### src/rtl/tdm_pkg.sv
// Shared types and constants for the TDM frame controller.
// Holds the FSM state encoding, frame geometry and the channel slice helper.
// Pure declarations; no logic, no latency, no flow control.
package tdm_pkg;

  localparam int NCH     = 8;
  localparam int WORD    = 32;
  localparam int FRAME_W = NCH * WORD;

  typedef enum logic [1:0] {
    IDLE    = 2'd0,
    SYNC    = 2'd1,
    RUN     = 2'd2,
    RESTART = 2'd3
  } state_e;

  typedef logic [WORD-1:0]           word_t;
  typedef logic [$clog2(NCH)-1:0]    ch_t;
  // Element [NCH-1] is the most significant slice, which carries CH1.
  typedef logic [NCH-1:0][WORD-1:0]  frame_t;

  // Channel k (0 = CH1) lives in element NCH-1-k of the packed frame.
  function automatic word_t ch_slice(input frame_t f, input ch_t k);
    ch_t idx;
    idx = ch_t'(NCH - 1) - k;
    return f[idx];
  endfunction

endpackage

### src/rtl/tdm_frame_fifo.sv
// Two-entry frame buffer between the deserializer and the word serializer.
// Latency: a pushed frame is visible at the head the cycle after the push.
// Backpressure: a push into a full FIFO is ignored unless a pop happens the same cycle.
//
// Ports: i_clk/i_rstn (sync active-low reset), i_flush (sync clear),
//        i_push_vld/i_push_dat (write side), i_pop (remove head),
//        o_head_dat (current head frame), o_full/o_empty (occupancy flags).
module tdm_frame_fifo
  import tdm_pkg::*;
(
  input  logic   i_clk,
  input  logic   i_rstn,
  input  logic   i_flush,
  input  logic   i_push_vld,
  input  frame_t i_push_dat,
  input  logic   i_pop,
  output frame_t o_head_dat,
  output logic   o_full,
  output logic   o_empty
);

  frame_t     r_mem [2];
  logic       r_wp;
  logic       r_rp;
  logic [1:0] r_cnt;
  logic       w_wr;
  logic       w_rd;

  assign o_full     = (r_cnt == 2'd2);
  assign o_empty    = (r_cnt == 2'd0);
  assign w_rd       = i_pop && !o_empty;
  // When full, the write slot equals the head slot; the head is read
  // combinationally this cycle, so overwriting it on the same edge is safe.
  assign w_wr       = i_push_vld && (!o_full || w_rd);
  assign o_head_dat = r_mem[r_rp];

  always_ff @(posedge i_clk) begin
    if (!i_rstn || i_flush) begin
      r_wp  <= 1'b0;
      r_rp  <= 1'b0;
      r_cnt <= 2'd0;
    end else begin
      if (w_wr) r_wp <= ~r_wp;
      if (w_rd) r_rp <= ~r_rp;
      case ({w_wr, w_rd})
        2'b10:   r_cnt <= r_cnt + 2'd1;
        2'b01:   r_cnt <= r_cnt - 2'd1;
        default: r_cnt <= r_cnt;
      endcase
    end
  end

  always_ff @(posedge i_clk) begin
    if (w_wr) r_mem[r_wp] <= i_push_dat;
  end

endmodule

### src/rtl/tdm_frame_ctrl.sv
// Deserializer control FSM, sync watchdog and frame-to-word serializer.
// Latency: frame strobe in cycle N gives CH1 on the output in cycle N+1 (FIFO empty).
// Backpressure: out_ready stalls the word stream; frames arriving to a full FIFO are dropped and counted.
//
// Ports: clk, rstn (sync active-low), run (capture enable level),
//        des_enable/des_valid/des_pdata (deserializer side),
//        out_valid/out_ready/out_ch/out_data/out_last (word stream),
//        overrun/timeout (status pulses), overrun_cnt (saturating drops), state (FSM).
// Build option: define TDM_WATCHDOG_EN to build the watchdog and the RESTART sequence.
module tdm_frame_ctrl
  import tdm_pkg::*;
#(
  parameter int TIMEOUT = 4096,
  parameter int RST_CYC = 4
) (
  input  logic               clk,
  input  logic               rstn,
  input  logic               run,
  output logic               des_enable,
  input  logic               des_valid,
  input  logic [FRAME_W-1:0] des_pdata,
  output logic               out_valid,
  input  logic               out_ready,
  output logic [2:0]         out_ch,
  output logic [WORD-1:0]    out_data,
  output logic               out_last,
  output logic               overrun,
  output logic               timeout,
  output logic [15:0]        overrun_cnt,
  output logic [1:0]         state
);

  state_e      r_state;
  logic        r_des_enable;
  logic        r_overrun;
  logic [15:0] r_overrun_cnt;
  ch_t         r_k;

  frame_t      w_head;
  logic        w_full;
  logic        w_empty;
  logic        w_push;
  logic        w_acc;
  logic        w_pop;
  logic        w_drop;

  // Capture only while enabled and the deserializer is live; run=0 overrides all.
  assign w_push = run && des_valid && ((r_state == SYNC) || (r_state == RUN));
  assign w_acc  = !w_empty && out_ready;
  assign w_pop  = w_acc && (r_k == ch_t'(NCH - 1));
  assign w_drop = w_push && w_full && !w_pop;

  tdm_frame_fifo u_fifo (
    .i_clk      (clk),
    .i_rstn     (rstn),
    .i_flush    (!run),
    .i_push_vld (w_push),
    .i_push_dat (frame_t'(des_pdata)),
    .i_pop      (w_pop),
    .o_head_dat (w_head),
    .o_full     (w_full),
    .o_empty    (w_empty)
  );

  // Word index within the head frame; cleared together with the FIFO.
  always_ff @(posedge clk) begin
    if (!rstn || !run) begin
      r_k <= '0;
    end else if (w_acc) begin
      r_k <= r_k + ch_t'(1);
    end
  end

  assign out_valid = !w_empty;
  assign out_ch    = r_k;
  assign out_data  = w_empty ? '0 : ch_slice(w_head, r_k);
  assign out_last  = !w_empty && (r_k == ch_t'(NCH - 1));

`ifdef TDM_WATCHDOG_EN
  localparam int WD_W = (TIMEOUT > 1) ? $clog2(TIMEOUT) : 1;
  localparam int RC_W = (RST_CYC > 1) ? $clog2(RST_CYC) : 1;
  logic [WD_W-1:0] r_wd;
  logic [RC_W-1:0] r_rc;
  logic            r_timeout;
  assign timeout = r_timeout;
`else
  assign timeout = 1'b0;
`endif

  always_ff @(posedge clk) begin
    if (!rstn) begin
      r_state       <= IDLE;
      r_des_enable  <= 1'b0;
      r_overrun     <= 1'b0;
      r_overrun_cnt <= '0;
`ifdef TDM_WATCHDOG_EN
      r_wd          <= '0;
      r_rc          <= '0;
      r_timeout     <= 1'b0;
`endif
    end else begin
      r_overrun <= w_drop;
      if (w_drop && (r_overrun_cnt != 16'hFFFF)) begin
        r_overrun_cnt <= r_overrun_cnt + 16'd1;
      end
`ifdef TDM_WATCHDOG_EN
      r_timeout <= 1'b0;
`endif
      if (!run) begin
        r_state      <= IDLE;
        r_des_enable <= 1'b0;
`ifdef TDM_WATCHDOG_EN
        r_wd         <= '0;
`endif
      end else begin
        case (r_state)
          IDLE: begin
            r_state      <= SYNC;
            r_des_enable <= 1'b1;
`ifdef TDM_WATCHDOG_EN
            r_wd         <= '0;
`endif
          end
          SYNC, RUN: begin
            if (des_valid) begin
              r_state <= RUN;
`ifdef TDM_WATCHDOG_EN
              r_wd    <= '0;
            end else if (r_wd == WD_W'(TIMEOUT - 1)) begin
              // Timeout pulse and RESTART entry share the same edge.
              r_timeout    <= 1'b1;
              r_state      <= RESTART;
              r_des_enable <= 1'b0;
              r_rc         <= '0;
            end else begin
              r_wd <= r_wd + WD_W'(1);
`endif
            end
          end
`ifdef TDM_WATCHDOG_EN
          RESTART: begin
            if (r_rc == RC_W'(RST_CYC - 1)) begin
              r_state      <= SYNC;
              r_des_enable <= 1'b1;
              r_wd         <= '0;
            end else begin
              r_rc <= r_rc + RC_W'(1);
            end
          end
`endif
          default: begin
            r_state      <= IDLE;
            r_des_enable <= 1'b0;
          end
        endcase
      end
    end
  end

  assign des_enable  = r_des_enable;
  assign overrun     = r_overrun;
  assign overrun_cnt = r_overrun_cnt;
  assign state       = r_state;

endmodule

### config.mk
export PLATFORM = sky130hd
export DESIGN_NAME = tdm_frame_ctrl
export DESIGN_NICKNAME = d
export VERILOG_FILES = /design/src/rtl/tdm_pkg.sv /design/src/rtl/tdm_frame_fifo.sv /design/src/rtl/tdm_frame_ctrl.sv
export SDC_FILE = /design/constraint.sdc
export NUM_CORES = 1
export LEC_CHECK = 0
export ABC_CLOCK_PERIOD_IN_PS = 40700
export BUFFER_PORTS_ARGS = -buffer_cell sky130_fd_sc_hd__buf_4
export CAP_MARGIN = 10
export CORE_MARGIN = 1
export CORE_UTILIZATION = 40
export DETAILED_ROUTE_END_ITERATION = 8
export PLACE_DENSITY_LB_ADDON = 0.05
export SKIP_CTS_REPAIR_TIMING = 1
export SYNTH_ARGS = -nofsm -noshare
export SYNTH_HDL_FRONTEND = slang
export SYNTH_HIERARCHICAL = 1
export SYNTH_SLANG_ARGS = --single-unit
### constraint.sdc
create_clock -name clk -period 40.7 [get_ports clk]
set_input_delay 4.07 -clock clk [delete_from_list [all_inputs] [get_ports clk]]
set_output_delay 4.07 -clock clk [all_outputs]
set_load 0.01 [all_outputs]
==> key figures, run 1 <==
Floorplan
  – Die Ht: 237 um
  – Die Area: 56000 um2
  – Die Span X: 237 um
  – Num rows: 85
  – # IOs: 319
  – Initial Util: 0.407
  – Core box area: 54100 um2

Critical path
  – CP Launch Type: flip-flop
  – CP Max Fanout: 78
  – Worst flop-to-flop path endpoint: u_fifo/r_mem[0][48]$_DFFE_PP_
  – Kind of critical path: reg2out
  – Setup slack, reg-to-reg: 36.10 ns
  – Critical path required time: 36.63 ns
  – Critical Path AT: 4.55 ns
  – Reg2Reg Depth: 9
  – Reg2reg start: out_ch[1]$_SDFFE_PN0P_
  – Crit. End Element: output port

STA
  – Final setup fails: 0
  – Slew headroom: 0.239
  – Fmax: 116 MHz
  – Slew @ Worst Pin: 1.14 ns
  – RSZ-0062 raised after global routing: false
  – Final Critical Period: 8.62 ns
  – Clock Skew: 0.0204 ns
  – Setup TNS: 0 ns
  – Final Max Slew Viols: 0
  – Endpoints failing hold: 0
  – Period utilisation layout: 0.212

Yosys
  – Top area cells in the synthesized netlist: edfxtp_1 (70%), mux2_2 (13%), mux4_2 (6.5%), dfxtp_1 (2.5%), mux2i_1 (1.9%)
  – EDFF count, synth: 512
  – Synthesized area per cell: 19.8 um2
  – Synth async-reset ratio: 0
  – Synth Cell Area: 22000 um2
  – Ys Warns: 6
  – Prevailing post-synth register cell: edfxtp_1
  – Top cell type by total area after synthesis: edfxtp_1
  – Syn nets: 1379
  – Syn Inst Count: 1114
  – Synth top area share: 0.698
  – Register area share after synthesis: 0.724
  – Seq cells post-synth: 540
  – Distinct cell type count after synthesis: 47

Clock tree
  – CTS root buffer: clkbuf_16
  – Clk sinks: 540
  – H-tree depth: 2
  – Clk slew on worst S/H paths: 0.06 ns
  – TritonCTS clock tree: done
  – Buffer depth of the longest clock path: 3
  – TritonCTS Buffers: 59
  – Worst skew pair latency: 0.60 ns

Power
  – VDD IR-drop max: 0.0322 mV
  – Lkg Pwr: 8.92 nW
  – Design Power: 1.12 mW
  – Power Density: 42.1 nW/um2

Detailed routing
  – Avg Vias per Cell: 5.11
  – Drt total wl: 48.4 mm
  – Number of remaining DRC errors: 0
  – Routed wire per std cell: 22.1 um
  – DRT iter0 DRCs: 486
  – Post-route ant nets: 0
  – Total vias in the final route: 11165
  – DR pass1 iterations: 4

Layout
  – Nets: 1712
  – Most frequent cells in the layout: edfxtp_1 (512), buf_4 (328), mux2_2 (256), mux4_2 (64), clkbuf_16 (59)
  – Most common cell after layout, fill and taps aside: edfxtp_1
  – Area growth, synth to finish: 20.9%
  – Fraction of layout cells with a size suffix above 1: 0.493

GRT
  – Largest net degree at the start of global routing: 138
  – Tot GR Track Use: 0.171
  – Grt ovf: 0
  – Initial antenna violation count: 10
  – Vias in the first global route: 11732
  – First-pass GRT wire length: 71.5 mm

Hold path
  – Worst Hold Launch: overrun_cnt[15]$_SDFFE_PN0P_
  – Min-Delay Path Depth: 2
  – Hold worst-path end: overrun_cnt[15]$_SDFFE_PN0P_
  – Worst min path class: reg2reg

Placed design
  – I/O Buffers: 317
  – HPWL after DPL: 29.8 mm
  – Final GP Congestion: 0.731

Run status
  – Status: finished clean

Job
  – Max Cap Viol: 0
sequential cells by signal, indices dropped and copies added (netlist names), named ones only:
signal and cells:
u_fifo/r_mem 512, des_enable 1, u_fifo/r_cnt 2, overrun 1, overrun_cnt 16, u_fifo/r_wp 1, u_fifo/r_rp 1, state 2
out_ch 3
metrics by stage:
stage	worst slack (ns)	instance area, um2	util	hold WS (ns)	cells
CTS	31.90	26600	0.492	0.480	2184
floorplan	24.78	22000	-	0.472	1114
finish	32.08	26600	0.492	0.479	2185
detailed placement	32.53	25000	0.461	0.471	2082
global route	31.74	26600	0.492	0.502	2184
global placement	32.61	25000	0.461	0.469	2082
synthesized netlist by cell type, types with 2 or more instances:
cell type,instances
or4_1,9
nor2b_1,3
o31ai_1,8
buf_4,4
clkbuf_1,10
nor3_1,2
nand2b_1,7
nor2_1,44
and4_1,3
buf_2,9
o21ai_1,4
mux4_2,64
a21oi_1,15
xor2_1,2
buf_6,28
nand4_1,4
mux2_2,256
ha_1,4
mux2i_1,41
inv_1,10
dfxtp_1,28
nor4_1,4
buf_1,6
nand3_1,4
edfxtp_1,512
nand2_1,11
or2_2,2
cells by family after synthesis:
kind of cell             Yosys count  share of synthesized area
adder cells (fa/ha/maj)            4                    0.00227
buffers and inverters             68                     0.0224
multiplexers                     361                      0.215
flip-flops                       540                      0.724
AO/OA/AOI/OAI                     32                    0.00886
XOR/XNOR                           3                    0.00119
AND/OR/NAND/NOR                  105                     0.0266
other                              1                   0.000170
layout make-up:
class,instances,area [um2]
Tap cell,696,871
Sequential cell,540,16000
Fill cell,4601,27500
Inverter,10,37.5
Antenna cell,1,2.50
Clock inverter,20,92.6
Multi-Input combinational cell,506,5620
Clock buffer,82,1560
Timing Repair Buffer,330,2500
worst max-delay path, cell delays in order (launching register included):
cell and delay, ns:
dfxtp_4 1.10, buf_4 0.65, buf_4 0.83, mux2_2 0.41, mux4_2 0.48, mux2i_1 0.14
nor2_1 0.08, buf_4 0.16
how the worst max path moves through the flow:
stage / to / start / slack (ns) / depth (start not counted)
detailed placement: out_data[25] / flip-flop / 32.53 / 7
global placement: out_data[25] / flip-flop / 32.61 / 7
CTS: out_data[25] / flip-flop / 31.90 / 7
global route: out_data[30] / flip-flop / 31.74 / 7
finish: out_data[25] / flip-flop / 32.08 / 7
floorplan: u_fifo/r_mem[0][0]$_DFFE_PP_ / out_ready / 24.78 / 4
report_power, final:
| part | internal, mW | switching [mW] | leakage, nW | total, mW |
|---|---|---|---|---|
| clock network | 0.264 | 0.204 | 0.804 | 0.468 |
| registers | 0.615 | 0.00135 | 4.85 | 0.616 |
| logic | 0.0224 | 0.0150 | 3.27 | 0.0373 |
layer usage:
metal  vias to the layer above  track usage  share of wire
met2                       247        0.291           0.50
met4                        20       0.0494          0.021
met5                         -            0         0.0027
li1                       5119            -              -
met3                        87       0.0532          0.068
met1                      5692        0.209           0.41
Note: power is estimated with default switching activity, not from simulation.
==> run 2: changes to the inputs <==
--- a/config.mk
+++ b/config.mk
@@ -5,7 +5,7 @@
 export SDC_FILE = /design/constraint.sdc
 export NUM_CORES = 1
 export LEC_CHECK = 0
-export ABC_CLOCK_PERIOD_IN_PS = 40700
+export ABC_CLOCK_PERIOD_IN_PS = 7500
 export BUFFER_PORTS_ARGS = -buffer_cell sky130_fd_sc_hd__buf_4
 export CAP_MARGIN = 10
 export CORE_MARGIN = 1
==> constraint.sdc (replaced) <==
create_clock -name clk -period 7.5 [get_ports clk]
set_input_delay 0.75 -clock clk [delete_from_list [all_inputs] [get_ports clk]]
set_output_delay 0.75 -clock clk [all_outputs]
set_load 0.01 [all_outputs]
==> run 2 against run 1 <==
Sequential share of layout area shrank 0.41 points; sequential power grew to 5.4 times the previous value; power grew to 5.6 times the previous value; die area is the same; design area grew 0.68%; combinational power grew to 5.4 times the previous value; utilization grew 0.33 points; clock power grew to 5.8 times the previous value; setup slack lost 29 ns; critical path depth shrank 1; count of clock-buffer cells in the layout shrank 8; largest cell class unchanged; largest power group unchanged.
==> key figures, run 2 (synthesized netlist as in run 1, its figures left out) <==
Critical path
  – CP max stage cell: dfxtp_4
  – CP Cell Sequence: buf_4 -> mux2_2 -> mux4_2 -> mux2i_1 -> nor2_1 -> buf_4
  – Delay of the slowest cell on the worst path: 0.94 ns
  – Kind of critical path: reg2out
  – Critical path required time: 6.75 ns
  – Most frequent CP cell: buf_4
  – CP Max Fanout: 67
  – Setup slack, reg-to-reg: 3.68 ns
  – Critical Path AT: 3.81 ns
  – CP Launch Type: flip-flop
  – Reg2Reg Depth: 8
  – Crit. End Element: output port

STA
  – Slew @ Worst Pin: 1.10 ns
  – Endpoints failing hold: 0
  – Slew headroom: 0.264
  – RSZ-0062 raised after global routing: false
  – Final Max Slew Viols: 0
  – Final setup fails: 0
  – Clock Skew: 0.0137 ns
  – Fmax: 219 MHz
  – Period utilisation layout: 0.608
  – Final Critical Period: 4.56 ns

GRT
  – Largest net degree at the start of global routing: 143
  – Grt ovf: 0
  – Tot GR Track Use: 0.173
  – Initial antenna violation count: 11
  – Vias in the first global route: 11803
  – First-pass GRT wire length: 72.4 mm

Detailed routing
  – Avg Vias per Cell: 5.10
  – Total vias in the final route: 11184
  – DR pass1 iterations: 4
  – Post-route ant nets: 0
  – Drt total wl: 48.3 mm
  – Number of remaining DRC errors: 0
  – DRT iter0 DRCs: 613
  – Routed wire per std cell: 22.0 um

Job
  – Max Cap Viol: 0

Layout
  – Fraction of layout cells with a size suffix above 1: 0.500
  – Final Cell Area: 26800 um2
  – Most common cell after layout, fill and taps aside: edfxtp_1
  – Register area: 15900 um2
  – Max reg flops: 512
  – Multi-input logic area: 5620 um2
  – Biggest register: u_fifo/r_mem
  – Fill cells: 4572
  – Nets: 1713
  – Most frequent cells in the layout: edfxtp_1 (512), buf_4 (327), mux2_2 (256), mux4_2 (64), clkbuf_16 (61)
  – Area growth, synth to finish: 21.8%

Floorplan
  – # IOs: 319
  – Die Ht: 237 um
  – Die Span X: 237 um
  – Die Area: 56000 um2
  – Core box area: 54100 um2
  – Initial Util: 0.407
  – Num rows: 85

Power
  – Power Density: 234 nW/um2
  – Lkg Pwr: 9.02 nW
  – VDD IR-drop max: 0.169 mV
  – Design Power: 6.27 mW

Placed design
  – HPWL after DPL: 29.2 mm
  – DP Area: 25000 um2
  – Final GP Congestion: 0.723
  – I/O Buffers: 317

Clock tree
  – H-tree depth: 2
  – CTS root buffer: clkbuf_16
  – Worst skew pair latency: 0.62 ns
  – Buffer depth of the longest clock path: 3
  – TritonCTS Buffers: 60
  – TritonCTS clock tree: done
  – Clk slew on worst S/H paths: 0.06 ns
  – Clk sinks: 540

Hold path
  – Worst min path class: in2reg
  – Min-Delay Path Depth: 1

Run status
  – Status: finished clean
-- run 2: critical path, delay by kind of cell, from the launching register on --
kind,cells,cell delay (ns)
muxes,3,1.09
and+or+nand+nor,1,0.07
buffers and inverters,2,1.02
DFF,1,0.94
-- run 2: per-stage QoR --
stage / util / setup WS, ns / std cells / hold WS, ns / TNS, ns
floorplan: - / -0.799 / 1114 / 0.472 / -408.90
global placement: 0.462 / 3.56 / 2082 / 0.461 / 0
detailed placement: 0.462 / 3.48 / 2082 / 0.463 / 0
CTS: 0.495 / 2.82 / 2193 / 0.269 / 0
global route: 0.495 / 2.68 / 2193 / 0.285 / 0
finish: 0.495 / 2.94 / 2194 / 0.315 / 0
-- run 2: layout make-up --
cell class              instances  share of cell area
repair buffers                330              0.0938
clock inverters                37             0.00933
flip-flops and latches        540               0.595
multi-input cells             506               0.210
well taps                     696              0.0325
diodes                          1           0.0000933
clock buffers                  74              0.0587
inverters                      10             0.00140
-- run 2: metal layers --
metal / vias up / global-route usage / part of all wire
li1: 5141 / - / -
met1: 5663 / 0.221 / 0.42
met2: 270 / 0.286 / 0.49
met3: 90 / 0.0507 / 0.067
met4: 20 / 0.0500 / 0.020
met5: - / 0 / 0.0030
-- run 2: worst paths after layout --
check,from,to
setup / recovery,flip-flop,out_data[25]
hold / removal,des_pdata[186],u_fifo/r_mem[1][186]$_DFFE_PP_
setup reg to reg,out_ch[1]$_SDFFE_PN0P_,u_fifo/r_mem[0][122]$_DFFE_PP_
hold reg to reg,overrun_cnt[15]$_SDFFE_PN0P_,overrun_cnt[15]$_SDFFE_PN0P_
-- run 2: power by group --
group	internal (mW)	switching, mW	total, mW
registers	3.34	0.00705	3.34
clock network	1.58	1.15	2.73
logic	0.121	0.0808	0.202
total	5.04	1.24	6.27
